==> src/rtl/calc_ctrl_pkg.sv <==
// Shared definitions for the calculator controller: ALU opcodes, op_sel decode,
// FSM state type and undo-stack sizing.
package calc_ctrl_pkg;

   localparam logic [3:0] ALUOP_AND               = 4'b0000;
   localparam logic [3:0] ALUOP_OR                = 4'b0001;
   localparam logic [3:0] ALUOP_ADD               = 4'b0010;
   localparam logic [3:0] ALUOP_SUB               = 4'b0110;
   localparam logic [3:0] ALUOP_LESS_THAN         = 4'b0111;
   localparam logic [3:0] ALUOP_SHIFT_RIGHT_LOGIC = 4'b1000;
   localparam logic [3:0] ALUOP_SHIFT_LEFT        = 4'b1001;
   localparam logic [3:0] ALUOP_SHIFT_RIGHT_ARITH = 4'b1010;
   localparam logic [3:0] ALUOP_XOR               = 4'b1101;

   localparam int UNDO_ENTRIES = 4;

   typedef enum logic {
      ST_IDLE = 1'b0,
      ST_EXEC = 1'b1
   } calc_state_e;

   function automatic logic [3:0] map_op(input logic [2:0] sel);
      logic [3:0] op;
      case (sel)
         3'd0:    op = ALUOP_ADD;
         3'd1:    op = ALUOP_SUB;
         3'd2:    op = ALUOP_AND;
         3'd3:    op = ALUOP_OR;
         3'd4:    op = ALUOP_XOR;
         3'd5:    op = ALUOP_LESS_THAN;
         3'd6:    op = ALUOP_SHIFT_LEFT;
         default: op = ALUOP_SHIFT_RIGHT_ARITH;
      endcase
      return op;
   endfunction

endpackage

==> src/rtl/calc_ctrl_if.sv <==
// Operand/result bundle between the calculator controller (master) and the
// purely combinational ALU (slave).
interface calc_ctrl_if;
   logic [31:0] alu_op1;
   logic [31:0] alu_op2;
   logic [3:0]  alu_op;
   logic [31:0] alu_result;
   logic        alu_zero;

   modport master (
      output alu_op1,
      output alu_op2,
      output alu_op,
      input  alu_result,
      input  alu_zero
   );

   modport slave (
      input  alu_op1,
      input  alu_op2,
      input  alu_op,
      output alu_result,
      output alu_zero
   );
endinterface

==> src/rtl/calc_ctrl_btn_sync_edge.sv <==
// Two-flop synchronizer for a raw button plus a registered rising-edge one-shot.
// A held button yields a single one-cycle pulse.
module btn_sync_edge (
   input  logic clk,
   input  logic rst,
   input  logic btn_in,
   output logic pulse
);

   logic sync1_q, sync1_d;
   logic sync2_q, sync2_d;
   logic sync3_q, sync3_d;
   logic pulse_q, pulse_d;

   always_comb begin
      sync1_d = btn_in;
      sync2_d = sync1_q;
      sync3_d = sync2_q;
      pulse_d = sync2_q & ~sync3_q;
   end

   always_ff @(posedge clk) begin
      if (rst) begin
         sync1_q <= 1'b0;
         sync2_q <= 1'b0;
         sync3_q <= 1'b0;
         pulse_q <= 1'b0;
      end else begin
         sync1_q <= sync1_d;
         sync2_q <= sync2_d;
         sync3_q <= sync3_d;
         pulse_q <= pulse_d;
      end
   end

   assign pulse = pulse_q;

endmodule

==> src/rtl/calc_ctrl.sv <==
// Calculator controller: accumulator, operand capture, ALU drive and writeback.
// Optional undo stack (btnr, undo_depth) is built when CALC_UNDO_EN is defined.
module calc_ctrl
   import calc_ctrl_pkg::*;
#(
   parameter int OP_W  = 16,
   parameter int CNT_W = 8
) (
   input  logic             clk,
   input  logic             rst,
   input  logic             btnc,
   input  logic             btnl,
`ifdef CALC_UNDO_EN
   input  logic             btnr,
   output logic [2:0]       undo_depth,
`endif
   input  logic [OP_W-1:0]  sw,
   input  logic [2:0]       op_sel,
   calc_ctrl_if.master      alu,
   output logic [31:0]      acc,
   output logic             zero_flag,
   output logic             busy,
   output logic [CNT_W-1:0] op_count
);

`ifdef CALC_UNDO_EN
   localparam int NBTN = 3;
`else
   localparam int NBTN = 2;
`endif

   logic [NBTN-1:0] btn_raw;
   logic [NBTN-1:0] btn_pulse;

`ifdef CALC_UNDO_EN
   assign btn_raw = {btnr, btnl, btnc};
`else
   assign btn_raw = {btnl, btnc};
`endif

   for (genvar gi = 0; gi < NBTN; gi++) begin : g_btn
      btn_sync_edge u_sync (
         .clk    (clk),
         .rst    (rst),
         .btn_in (btn_raw[gi]),
         .pulse  (btn_pulse[gi])
      );
   end

   logic exe_pulse;
   logic clr_pulse;
   assign exe_pulse = btn_pulse[0];
   assign clr_pulse = btn_pulse[1];

   calc_state_e      state_q, state_d;
   logic [31:0]      acc_q, acc_d;
   logic [31:0]      op2_q, op2_d;
   logic [3:0]       aluop_q, aluop_d;
   logic             zero_q, zero_d;
   logic [CNT_W-1:0] cnt_q, cnt_d;

   logic [31:0] sw_ext;
   assign sw_ext = {{(32-OP_W){sw[OP_W-1]}}, sw};

   logic        undo_avail;
   logic [31:0] undo_top;

`ifdef CALC_UNDO_EN
   logic        push;
   logic        pop;
   logic [31:0] stack_q [UNDO_ENTRIES];
   logic [31:0] stack_d [UNDO_ENTRIES];
   logic [2:0]  depth_q, depth_d;

   assign undo_avail = btn_pulse[2] && (depth_q != 3'd0);
   assign undo_top   = stack_q[0];

   // Entry 0 is the most recent value; a push into a full stack drops the last entry.
   always_comb begin
      stack_d = stack_q;
      depth_d = depth_q;
      if (push) begin
         stack_d[0] = acc_q;
         for (int i = 1; i < UNDO_ENTRIES; i++) begin
            stack_d[i] = stack_q[i-1];
         end
         if (depth_q != 3'(UNDO_ENTRIES)) begin
            depth_d = depth_q + 3'd1;
         end
      end else if (pop) begin
         for (int i = 0; i < UNDO_ENTRIES - 1; i++) begin
            stack_d[i] = stack_q[i+1];
         end
         stack_d[UNDO_ENTRIES-1] = '0;
         depth_d = depth_q - 3'd1;
      end
   end

   always_ff @(posedge clk) begin
      if (rst) begin
         for (int i = 0; i < UNDO_ENTRIES; i++) begin
            stack_q[i] <= '0;
         end
         depth_q <= 3'd0;
      end else begin
         stack_q <= stack_d;
         depth_q <= depth_d;
      end
   end

   assign undo_depth = depth_q;
`else
   assign undo_avail = 1'b0;
   assign undo_top   = '0;
`endif

   // Priority in IDLE: clear, then undo, then execute; pulses in EXEC are dropped.
   always_comb begin
      state_d = state_q;
      acc_d   = acc_q;
      op2_d   = op2_q;
      aluop_d = aluop_q;
      zero_d  = zero_q;
      cnt_d   = cnt_q;
`ifdef CALC_UNDO_EN
      push    = 1'b0;
      pop     = 1'b0;
`endif
      case (state_q)
         ST_IDLE: begin
            if (clr_pulse) begin
               acc_d  = '0;
               zero_d = 1'b1;
`ifdef CALC_UNDO_EN
               push   = 1'b1;
`endif
            end else if (undo_avail) begin
               acc_d = undo_top;
`ifdef CALC_UNDO_EN
               pop   = 1'b1;
`endif
            end else if (exe_pulse) begin
               op2_d   = sw_ext;
               aluop_d = map_op(op_sel);
               state_d = ST_EXEC;
            end
         end
         ST_EXEC: begin
            acc_d   = alu.alu_result;
            zero_d  = alu.alu_zero;
            cnt_d   = cnt_q + CNT_W'(1);
            state_d = ST_IDLE;
`ifdef CALC_UNDO_EN
            push    = 1'b1;
`endif
         end
         default: state_d = ST_IDLE;
      endcase
   end

   always_ff @(posedge clk) begin
      if (rst) begin
         state_q <= ST_IDLE;
         acc_q   <= '0;
         op2_q   <= '0;
         aluop_q <= ALUOP_ADD;
         zero_q  <= 1'b0;
         cnt_q   <= '0;
      end else begin
         state_q <= state_d;
         acc_q   <= acc_d;
         op2_q   <= op2_d;
         aluop_q <= aluop_d;
         zero_q  <= zero_d;
         cnt_q   <= cnt_d;
      end
   end

   assign alu.alu_op1 = acc_q;
   assign alu.alu_op2 = op2_q;
   assign alu.alu_op  = aluop_q;
   assign acc         = acc_q;
   assign zero_flag   = zero_q;
   assign busy        = (state_q == ST_EXEC);
   assign op_count    = cnt_q;

endmodule

==> src/flat_wrapper.sv <==
// flat-port wrapper written by rule: the top's interface ports become plain ports
module calc_ctrl_flat import calc_ctrl_pkg::*;
#(
   parameter int OP_W  = 16,
   parameter int CNT_W = 8
)
  (clk, rst, btnc, btnl, sw, op_sel, acc, zero_flag, busy, op_count, alu_alu_op1, alu_alu_op2, alu_alu_op, alu_alu_result, alu_alu_zero);
  calc_ctrl_if alu_i ();
  input  logic clk;
  input  logic rst;
  input  logic btnc;
  input  logic btnl;
  input  logic [OP_W-1:0] sw;
  input  logic [2:0] op_sel;
  output logic [31:0] acc;
  output logic zero_flag;
  output logic busy;
  output logic [CNT_W-1:0] op_count;
  output wire logic [$bits(alu_i.alu_op1)-1:0] alu_alu_op1;
  output wire logic [$bits(alu_i.alu_op2)-1:0] alu_alu_op2;
  output wire logic [$bits(alu_i.alu_op)-1:0] alu_alu_op;
  input wire logic [$bits(alu_i.alu_result)-1:0] alu_alu_result;
  input wire logic [$bits(alu_i.alu_zero)-1:0] alu_alu_zero;
  assign alu_alu_op1 = alu_i.alu_op1;
  assign alu_alu_op2 = alu_i.alu_op2;
  assign alu_alu_op = alu_i.alu_op;
  assign alu_i.alu_result = alu_alu_result;
  assign alu_i.alu_zero = alu_alu_zero;
  calc_ctrl #(.OP_W(OP_W), .CNT_W(CNT_W)) u_core (.clk(clk), .rst(rst), .btnc(btnc), .btnl(btnl), .sw(sw), .op_sel(op_sel), .alu(alu_i), .acc(acc), .zero_flag(zero_flag), .busy(busy), .op_count(op_count));
endmodule
==> config.mk <==
export PLATFORM = sky130hd
export DESIGN_NAME = calc_ctrl_flat
export DESIGN_NICKNAME = d
export VERILOG_FILES = /design/src/rtl/calc_ctrl_pkg.sv /design/src/rtl/calc_ctrl_if.sv /design/src/rtl/calc_ctrl_btn_sync_edge.sv /design/src/rtl/calc_ctrl.sv /design/src/flat_wrapper.sv
export SDC_FILE = /design/constraint.sdc
export NUM_CORES = 1
export LEC_CHECK = 0
export BUFFER_PORTS_ARGS = -buffer_cell sky130_fd_sc_hd__buf_2
export CORE_MARGIN = 2
export CORE_UTILIZATION = 47
export CTS_CLUSTER_DIAMETER = 30
export CTS_CLUSTER_SIZE = 24
export DETAILED_ROUTE_END_ITERATION = 6
export PLACE_DENSITY = 0.82
export SYNTH_ARGS = -nofsm -noshare
export SYNTH_HDL_FRONTEND = slang
export SYNTH_SLANG_ARGS = --single-unit
==> constraint.sdc <==
create_clock -name clk -period 2.9 [get_ports clk]
set_clock_uncertainty 0.05 [all_clocks]
set_input_delay 0.58 -clock clk [delete_from_list [all_inputs] [get_ports clk]]
set_output_delay 0.58 -clock clk [all_outputs]
set_load 0.02 [all_outputs]
==> metrics.md <==
| Metric | Value |
|---|---|
| Chip Height | `82.9 microns` |
| Area of the die | `between 0.006 and 0.007 sq mm` |
| Final-layout setup total negative slack | `0 ps` |
| Max transition margin | `0.451` |
| Synthesized area per cell | `8.59 sq um` |
| Post-route DRC violation count | `0` |
| Pin slew with the least headroom to its limit | `823 ps` |
| FF+latch area | `0.00140 sq mm` |
| Die width | `82.9 microns` |
| Combined area of the multi-input logic cells | `0.00107 sq mm` |
| Number of buffers created by CTS | `9` |
| # H-tree levels | `3` |
| Global router's overall resource usage | `0.185` |
| Wire length of the first global-routing pass | `roughly 11000 microns` |
| CP startpoint kind | `flip-flop` |
| Synth-to-layout area growth | `23.4%` |
| Synthesis-stage register bit count | `70` |
| Pin count of the biggest net entering global routing | `50` |
| Fin crit period | `~1900 ps` |
| Number of port buffers | `roughly 170` |
| Fraction of registers with async set/reset | `0` |
| Startpoint-to-endpoint class of the critical path | `flip-flop to output port` |
| CP required | `~2300 ps` |
| Detailed router's first-iteration violation count | `88` |
| Sink of the worst hold path | `u_core.g_btn[0].u_sync.pulse` |
| Detailed-routing iteration count for the pre-antenna-repair pass | `4` |
| Worst reg-to-reg path cell count | `4` |
| Unrepaired setup endpoints after global routing | `false` |
| Top delay family on crit path | `flip-flops` |
| Routability cong. | `0.750` |
| Critical R2R Capture | `u_core.acc[14]` |
| Post-DR vias/cell | `about 4.8` |
| Longest individual stage delay on the worst path | `640 ps` |
| CTS sink cnt | `70` |
| Congestion Overflow GR | `0` |
| Total number of vias | `2524` |
| Routing usage on met2 | `0.345` |
| Number of global-route vias before repair | `2367` |
| Endpoints failing setup | `0` |
| Detailed-placement wirelength estimate | `4620 microns` |
| Number of distinct library cell variants in the gate-level netlist after synthesis | `25` |
| Highest ir drop seen on vdd | `269 uV` |
| Diode insertion count for antenna repair | `0` |
| Post-Syn Nets | `a little under 400` |
| Number of enable-type register cells in the synthesized netlist | `0` |
| Max-slew violations | `0` |
| Summed area of non-filler cells in the final layout | `0.00361 sq mm` |
| CTS tree | `built` |
| Power density over the cells | `508 mW/mm^2` |
| Detail-routed net length per standard cell | `12.2 microns` |
| Leading post-synthesis cells by cell area | `dfxtp_1, buf_4, a21oi_1` |
| Sum of routed wire length over all layers | `between 6000 and 7000 microns` |
| Sum of buffers and inverters on the critical path | `1` |
| Yosys Warn Count | `0` |
| Post-CTS repair timing setup buffer count | `0` |
| Fraction of layout cells with a size suffix above 1 | `0.411` |
| Number of placed I/O pins | `166` |
| Clock-pin slew of the registers on the worst-case setup and hold paths | `70 ps` |
| Grt met3 use | `0.0417` |
| Fraction of post-synthesis cell area in the top cell type by area | `0.478` |
| Std cell rows | `28` |
| Core outline area | `0.00596 sq mm` |
| GRT met1 Usage | `0.198` |
| Critical path's slowest cell | `dfxtp_2` |
| Fmax achieved | `between 0.5 and 0.6 GHz` |
| Hold-fix buffers, CTS | `0` |
| Insertion delay of the later-clocked pin in the worst-skew pair | `320 ps` |
| Portion of the clock cycle consumed by the worst path in the final layout | `0.643` |
| Global routing's busiest layer | `met2` |
| Placed instance area | `about 0.0034 sq mm` |
| Leakage | `about 1.8 nW` |
| Critical path fanouts, max | `27` |
| Worst Hold Class | `flip-flop to flip-flop` |
| Initial antenna violation count | `0` |
| Total of cells resized after clock tree synthesis | `0` |
| Cells traversed along the worst timing path | `buf_2` |
| Worst hold path stage count | `1` |
| Final antenna-violating net count | `0` |
| Setup crit end kind | `output port` |
| Cell taking the most area after synthesis | `dfxtp_1` |
| Final hold violation count | `0` |
| Most common cell in the netlist | `dfxtp_1` |
| Top cells by instance count after synthesis | `dfxtp_1, a21oi_1, buf_4` |
| Starting utilization of the core area | `0.492` |
| Top flip-flop cell by instance count after synthesis | `dfxtp_1` |
| Reg-to-reg startpoint | `u_core.busy` |
| Sequential share of the synthesized area | `0.478` |
| Master cell of the clock root buffer | `clkbuf_8` |
| Status | `finished clean` |
| Critical Path AT | `between 1000 and 1500 ps` |
| Post-synthesis cell area | `0.00293 sq mm` |
| Hold path start | `u_core.g_btn[0].u_sync.sync3_q` |
| Setup slack, reg-to-reg | `1220 ps` |
| Max-cap check violation count | `0` |
| Synthesized instance count | `341` |
| Fill cell count | `543` |
| Net count reported at finish | `approximately 500` |
| Maximum clock path buffer count | `2` |
## how the worst max path moves through the flow
stage	slack (ps)	to	startpoint	cells after the start
final	1030	busy	u_core.busy	1
after global placement	1160	u_core.alu.alu_op[0]	rst	3
after floorplan	1350	alu_alu_op2[16]	u_core.alu.alu_op2[15]	1
after detailed placement	1150	u_core.alu.alu_op[0]	rst	3
after global routing	960	busy	u_core.busy	1
after CTS	1020	busy	u_core.busy	1
## worst reg2reg max path: cells and delay by family (launching register included)
family | cells | cell delay [ps]
DFF | 1 | 640
buffers and inverters | 1 | 500
and+or+nand+nor | 2 | 190
AOI/OAI and AO/OA | 1 | 150
## metrics by stage
stage | hold WS (ps) | total power, mW | instances | util | setup slack (ps)
6_report | 327 | 1.84 | 530 | 0.607 | 1030
5_1_grt | 336 | 1.92 | 530 | 0.607 | 965
4_1_cts | 333 | 1.86 | 530 | 0.607 | 1020
3_5_place_dp | 327 | 1.16 | 514 | 0.576 | 1150
3_3_place_gp | 328 | 1.15 | 514 | 0.576 | 1160
2_1_floorplan | 317 | 1.10 | 341 | - | 1350
## cell usage in the layout (no fill, tap or decap), drive strengths merged
| master | Yosys | layout |
|---|---|---|
| clkinv | 0 | 4 |
| a211o | 1 | 1 |
| a211oi | 1 | 1 |
| mux2i | 1 | 1 |
| clkbuf | 11 | 12 |
| buf | 59 | 168 |
| nor2b | 11 | 11 |
| nor3b | 33 | 33 |
| nand4 | 3 | 3 |
| a21oi | 53 | 53 |
| xor2 | 4 | 4 |
| nor2 | 40 | 40 |
| xnor2 | 1 | 1 |
| or3b | 1 | 1 |
| nand2b | 1 | 1 |
| o21ai | 3 | 3 |
| nor3 | 3 | 3 |
| or3 | 4 | 4 |
| nand3 | 3 | 3 |
| ha | 1 | 1 |
| nand2 | 37 | 37 |
| dfxtp | 70 | 70 |
## cell type report
cell class              instances  share of cell area
repair buffers                168               0.238
clock buffers                  12              0.0457
flip-flops and latches         70               0.388
well taps                      75              0.0260
clock inverters                 4             0.00554
multi-input cells             201               0.296
## kinds of logic (layout without fill, tap and decap cells)
kind of cell | Yosys count | after routing | synth area share
simple gates | 136 | 136 | 0.242
flops | 70 | 70 | 0.478
buf+inv | 70 | 184 | 0.156
compound gates | 58 | 58 | 0.101
xor+xnor | 5 | 5 | 0.0150
fa+ha+maj | 1 | 1 | 0.00427
mux | 1 | 1 | 0.00342
## registers in the layout, summed over array words and instances, names as in the netlist
| name | cells |
|---|---|
| u_core.g_btn.u_sync.pulse | 2 |
| u_core.alu.alu_op2 | 16 |
| u_core.g_btn.u_sync.sync3_q | 2 |
| u_core.acc | 32 |
| u_core.g_btn.u_sync.sync2_q | 2 |
| u_core.alu.alu_op | 4 |
| u_core.op_count | 8 |
| u_core.busy | 1 |
| u_core.g_btn.u_sync.sync1_q | 2 |
| u_core.zero_flag | 1 |
## routing by layer
| layer | wire [microns] | part of all wire |
|---|---|---|
| met4 | 79 | 0.012 |
| met1 | 2630 | 0.41 |
| met2 | 3360 | 0.52 |
| met5 | 0 | 0 |
| met3 | 369 | 0.057 |
## report_power, final
group          switching, mW  internal, mW  total (mW)
clock network          0.329         0.375       0.704
registers             0.0116         0.978       0.989
logic                 0.0835        0.0603       0.144
No activity file was read; power rests on OpenSTA's default activity.
